==> config.mk <==
export PLATFORM = sky130hd
export DESIGN_NAME = pulse_race_capture
export DESIGN_NICKNAME = d
export VERILOG_FILES = /design/src/rtl/pulse_race_pkg.sv /design/src/rtl/pulse_race_capture_edge.sv /design/src/rtl/pulse_race_capture.sv
export SDC_FILE = /design/constraint.sdc
export NUM_CORES = 1
export LEC_CHECK = 0
export BUFFER_PORTS_ARGS = -buffer_cell sky130_fd_sc_hd__buf_2
export CAP_MARGIN = 25
export CELL_PAD_IN_SITES_DETAIL_PLACEMENT = 0
export CELL_PAD_IN_SITES_GLOBAL_PLACEMENT = 1
export CORE_ASPECT_RATIO = 0.7
export CORE_MARGIN = 1.5
export CORE_UTILIZATION = 40
export CTS_BUF_LIST = sky130_fd_sc_hd__clkbuf_8
export DETAILED_ROUTE_END_ITERATION = 10
export GPL_TIMING_DRIVEN = 0
export PLACE_DENSITY = 0.82
export SLEW_MARGIN = 25
export SYNTH_ARGS = -nofsm -noshare
export SYNTH_HDL_FRONTEND = slang
export SYNTH_SLANG_ARGS = --single-unit
==> constraint.sdc <==
create_clock -name clk -period 1.89 [get_ports clk]
set_clock_uncertainty 0.15 [all_clocks]
set_input_delay 0 -clock clk [delete_from_list [all_inputs] [get_ports clk]]
set_output_delay 0 -clock clk [all_outputs]
set_load 0.02 [all_outputs]
==> src/rtl/pulse_race_pkg.sv <==
// Shared types and helpers for the pulse race capture block.
package pulse_race_pkg;

   typedef enum logic [1:0] {
      IDLE  = 2'd0,
      ARMED = 2'd1,
      DONE  = 2'd2
   } race_state_e;

   // Channel-index width; a single channel still needs one bit.
   function automatic int id_w(input int n);
      return (n <= 2) ? 1 : $clog2(n);
   endfunction

endpackage

==> src/rtl/pulse_race_capture_edge.sv <==
// Per-channel rising-edge detector. When PULSE_SYNC_EN is defined the raw pulse
// first passes through a 2-flop synchroniser.
module pulse_edge_sync (
   input  logic clk,
   input  logic rst_b,
   input  logic pulse_in,
   output logic rise
);

   logic level;
   logic prev;

`ifdef PULSE_SYNC_EN
   logic [1:0] sync;

   always_ff @(posedge clk or negedge rst_b) begin
      if (!rst_b) sync <= '0;
      else        sync <= {sync[0], pulse_in};
   end

   assign level = sync[1];
`else
   assign level = pulse_in;
`endif

   // Tracks the level in every state so a channel already high at arming never counts.
   always_ff @(posedge clk or negedge rst_b) begin
      if (!rst_b) prev <= 1'b0;
      else        prev <= level;
   end

   assign rise = level & ~prev;

endmodule

==> src/rtl/pulse_race_capture.sv <==
// N-channel pulse arrival capture: timestamps the first edge per channel inside an
// armed window and reports the earliest channel. Optional build macro: PULSE_SYNC_EN.
module pulse_race_capture
   import pulse_race_pkg::*;
#(
   parameter  int N_CH   = 2,
   parameter  int TS_W   = 8,
   parameter  int WINDOW = 200,
   localparam int ID_W   = id_w(N_CH)
) (
   input  logic                      clk,
   input  logic                      rst_b,
   input  logic                      start,
   input  logic [N_CH-1:0]           pulse_in,
   output logic [N_CH-1:0]           edge_seen,
   output logic [N_CH-1:0][TS_W-1:0] ts,
   output logic [ID_W-1:0]           first_id,
   output logic                      first_vld,
   output logic                      timeout,
   output logic                      valid,
   input  logic                      ready
);

   race_state_e     state, state_nx;
   logic [TS_W-1:0] cnt;
   logic [N_CH-1:0] rise;
   logic [N_CH-1:0] cap;
   logic [ID_W-1:0] cap_id;
   logic            all_seen;
   logic            expire;

   for (genvar i = 0; i < N_CH; i++) begin : g_edge
      pulse_edge_sync u_edge (
         .clk      (clk),
         .rst_b    (rst_b),
         .pulse_in (pulse_in[i]),
         .rise     (rise[i])
      );
   end

   assign cap      = (state == ARMED) ? (rise & ~edge_seen) : '0;
   assign all_seen = &(edge_seen | cap);
   assign expire   = (cnt == TS_W'(WINDOW - 1));

   // Lowest index wins when several channels arrive in the same cycle.
   always_comb begin
      cap_id = '0;
      for (int i = N_CH - 1; i >= 0; i--) begin
         if (cap[i]) cap_id = ID_W'(i);
      end
   end

   always_comb begin
      state_nx = state;
      case (state)
         IDLE:    if (start)              state_nx = ARMED;
         ARMED:   if (all_seen || expire) state_nx = DONE;
         DONE:    if (ready)              state_nx = IDLE;
         default:                         state_nx = IDLE;
      endcase
   end

   always_ff @(posedge clk or negedge rst_b) begin
      if (!rst_b) state <= IDLE;
      else        state <= state_nx;
   end

   always_ff @(posedge clk or negedge rst_b) begin
      if (!rst_b) begin
         cnt       <= '0;
         edge_seen <= '0;
         ts        <= '0;
         first_id  <= '0;
         first_vld <= 1'b0;
         timeout   <= 1'b0;
      end else begin
         case (state)
            IDLE: begin
               if (start) begin
                  cnt       <= '0;
                  edge_seen <= '0;
                  ts        <= '0;
                  first_id  <= '0;
                  first_vld <= 1'b0;
                  timeout   <= 1'b0;
               end
            end
            ARMED: begin
               cnt       <= cnt + 1'b1;
               edge_seen <= edge_seen | cap;
               for (int i = 0; i < N_CH; i++) begin
                  if (cap[i]) ts[i] <= cnt;
               end
               if (!first_vld && (|cap)) begin
                  first_vld <= 1'b1;
                  first_id  <= cap_id;
               end
               // A full set of arrivals in the expiry cycle is not a timeout.
               if (expire && !all_seen) timeout <= 1'b1;
            end
            default: ;
         endcase
      end
   end

   assign valid = (state == DONE);

endmodule

==> flow_metrics.env <==
export IMPL_wl_per_cell_um=15.42
export IMPL_timing_setup_critical_path_class="flop to flop"
export IMPL_start_util=0.4185
export IMPL_synth_area_top_cells="sky130_fd_sc_hd__dfrtp_1, sky130_fd_sc_hd__a22o_1, sky130_fd_sc_hd__nor2b_1, sky130_fd_sc_hd__nand3_1, sky130_fd_sc_hd__nand2_1"
export IMPL_max_slew_margin=0.4965
export IMPL_post_synth_cell_area_avg_um2=10.26
export IMPL_timing_critical_path_slowest_cell_delay_ns=0.43
export IMPL_antenna_cells_inserted=0
export IMPL_grt_pass1_vias=1348
export IMPL_synth_edf_count=0
export IMPL_regToRegStartpoint="edge_seen[1]"
export IMPL_synth_nets=168
export IMPL_crit_slowest_cell="sky130_fd_sc_hd__dfrtp_1"
export IMPL_gr_usage_all_layers=0.1941
export IMPL_layout_drive_gt1_share=0.2250
export IMPL_fillerInstances=394
export IMPL_worst_slew_pin_transition_ns=0.7553
export IMPL_htree_num_levels=2
export IMPL_syn_to_final_growth_pct=19.39
export IMPL_hold_class="input port to flop"
export IMPL_floorplan_io_pins=28
export IMPL_critical_path_arrival_ns=1.72
export IMPL_netlist_top_cell_by_area="sky130_fd_sc_hd__dfrtp_1"
export IMPL_grt_first_pass_wirelength_mm=6.568
export IMPL_layout_commonest_cell="sky130_fd_sc_hd__dfrtp_1"
export IMPL_timing_max_cap_violations=0
export IMPL_maxSlewViolCount=0
export IMPL_worst_skew_pair_latency_ns=0.29
export IMPL_mostFrequentLayoutCells="sky130_fd_sc_hd__dfrtp_1, sky130_fd_sc_hd__buf_2, sky130_fd_sc_hd__nand2_1"
export IMPL_clock_tree_buffer_depth=2
export IMPL_timing_critical_path_fanout_max=10
export IMPL_core_area_um2=3946
export IMPL_power_ir_vdd_worst_uv=608.8
export IMPL_finish_net_count=206
export IMPL_total_switching_power_mw=1.052
export IMPL_achievable_freq_mhz=590.2
export IMPL_dieWidth_um=79.80
export IMPL_wirelength_mm=3.885
export IMPL_critPathBufInv=1
export IMPL_ys_seq_area_frac=0.5000
export IMPL_hp_start="start"
export IMPL_p_clk_frac=0.203
export IMPL_place_port_buffers=27
export IMPL_netlist_area_um2=1652
export IMPL_rsz0062_at_grt="no"
export IMPL_synthCells=161
export IMPL_critical_path_startpoint="edge_seen[1]"
export IMPL_clk_pin_slew_worst_paths_ns=0.07
export IMPL_grt_overflow=0
export IMPL_synthDominantCellAreaShare=0.5000
export IMPL_status="finished, final reports clean"
export IMPL_die_area_um2=4529
export IMPL_gp_congestion=0.8399
export IMPL_endpoint_kind="flop"
export IMPL_floorplan_die_height_um=56.76
export IMPL_cts_sinks=33
export IMPL_power_static_leakage_nw=0.9611
export IMPL_p_per_area_nw_per_um2=1276
export IMPL_critical_path_startpoint_type="flop"
export IMPL_power_sequential_fraction=0.393
export IMPL_wp_data_required_ns=1.92
export IMPL_synthesis_yosys_warnings=0
export IMPL_cpLargestDelayFamily="flip-flops"
export IMPL_cts_root_buf="sky130_fd_sc_hd__clkbuf_8"
export IMPL_fp_row_count=19
export IMPL_timing_final_hold_violations=0
export IMPL_worstPathCellList="nor3b_1 > buf_2 > mux2_2 > a22o_1"
export IMPL_final_worst_path_period_share=0.8965
export IMPL_postSynth_topFlopCell="sky130_fd_sc_hd__dfrtp_1"
export IMPL_cts_inserted_buffers=5
export IMPL_resize_count_post_cts=0
export IMPL_seq_cells_post_synth=33
export IMPL_postLayoutCellArea_um2=1972
export IMPL_detailedRoute_firstPassIterationCount=4
export IMPL_via_per_inst=5.484
export IMPL_report_final_setup_viol=0
export IMPL_synthDistinctLibCells=41
export IMPL_place_area_um2=1852
export IMPL_fin_tns_setup_ns=0
export IMPL_time_the_worst_path_needs_with_i_o_delays_and_setup_ns=1.694
export IMPL_final_antenna_net_count=0
export IMPL_grt_max_degree=34
export IMPL_dr_total_vias=1382
export IMPL_grt_antenna_before_repair=0
export IMPL_internal_mw=1.465
export IMPL_finalPower_mw=2.517
export IMPL_share_comb_of_total_power=0.403
export IMPL_dpl_hpwl_mm=2.746
export IMPL_switching_fraction_of_total_power=0.4179
export IMPL_first_iter_violations=145
export IMPL_tritoncts="done"
export IMPL_drc=0
export IMPL_postSynth_asyncResetShare=1.000
-- final timing paths --
kind | to | slack, ns | cells after the start
max reg2reg | ts[9] | 0.20 | 4
min in group asynchronous | cnt[2] | 0.16 | 2
max in group asynchronous | ts[15] | 0.95 | 2
max | ts[9] | 0.20 | 4
min reg2reg | timeout | 0.35 | 2
min | cnt[3] | 0.01 | 4
-- synthesized netlist by cell type (all sizes together) (3+ instances only) --
cell and count:
buf 6, nand2b 3, mux2 7, nand3 12, nor3b 5, inv 5
or4 3, dfrtp 33, a22o 10, nor2b 12, a21oi 4, o21ai 11
o22ai 3, nand2 16, clkbuf 4
-- final cells by class --
| cell class | count | area (um^2) | area share |
|---|---|---|---|
| plain buffers | 10 | 51.30 | 0.02602 |
| clock buffers | 5 | 68.82 | 0.03490 |
| clock inverters | 3 | 11.26 | 0.005711 |
| inverters | 5 | 18.77 | 0.009518 |
| multi-input cells | 113 | 755.7 | 0.3832 |
| flip-flops and latches | 33 | 825.8 | 0.4188 |
| well taps | 52 | 65.06 | 0.03299 |
| repair buffers | 31 | 175.2 | 0.08883 |
-- through the flow --
| step | setup slack [ns] | hold WS [ns] | util | cells |
|---|---|---|---|---|
| floorplan | 0.2285 | -0.4456 | - | 161 |
| global placement | 0.2030 | -0.05364 | 0.4692 | 240 |
| detailed placement | 0.1986 | -0.03768 | 0.4692 | 240 |
| CTS | 0.1793 | 0.005355 | 0.4997 | 252 |
| global route | 0.06278 | 0.05649 | 0.4997 | 252 |
| finish | 0.1956 | 0.009757 | 0.4997 | 252 |
-- cells by family after synthesis --
family	Yosys count	synth area share
AO/OA/AOI/OAI	40	0.1689
adder cells (fa/ha/maj)	1	0.007575
buffers and inverters	15	0.04242
flip-flops	33	0.5000
multiplexers	9	0.05985
AND/OR/NAND/NOR	63	0.2212
-- power groups by stage --
| stage | Sequential, mW | Combinational [mW] | Clock (mW) |
|---|---|---|---|
| 6_report | 0.990 | 1.02 | 0.512 |
| 5_1_grt | 1.01 | 1.12 | 0.555 |
| 4_1_cts | 0.989 | 1.02 | 0.519 |
| 3_5_place_dp | 1.00 | 1.01 | 0 |
| 3_3_place_gp | 0.989 | 0.980 | 0 |
| 2_1_floorplan | 1.07 | 0.625 | 0 |
-- state kept, by name, indices dropped and copies added, names as in the netlist --
signal	count
cnt	8
edge_seen	2
first_id	1
first_vld	1
g_edge.u_edge.prev	2
state	2
timeout	1
ts	16
-- per-layer routing --
layer / vias up / wire (um) / track usage
li1: 658 / - / -
met1: 685 / 1894 / 0.2680
met2: 32 / 1751 / 0.2881
met3: 7 / 177 / 0.04878
met4: 0 / 62 / 0.08374
met5: - / 0 / 0
-- tightest hold or removal path, cell delays in order --
cell and delay (ns):
sky130_fd_sc_hd__buf_2 0.13, sky130_fd_sc_hd__nor2_2 0.11, sky130_fd_sc_hd__or4_1 0.12, sky130_fd_sc_hd__a21oi_1 0.06
-- what timing repair did --
item | CTS | global route
hold buffers | 4 | 0
buffers inserted | 0 | 0
endpoints found under the hold margin | 36 | 0
(Power assumes the default switching activity.)
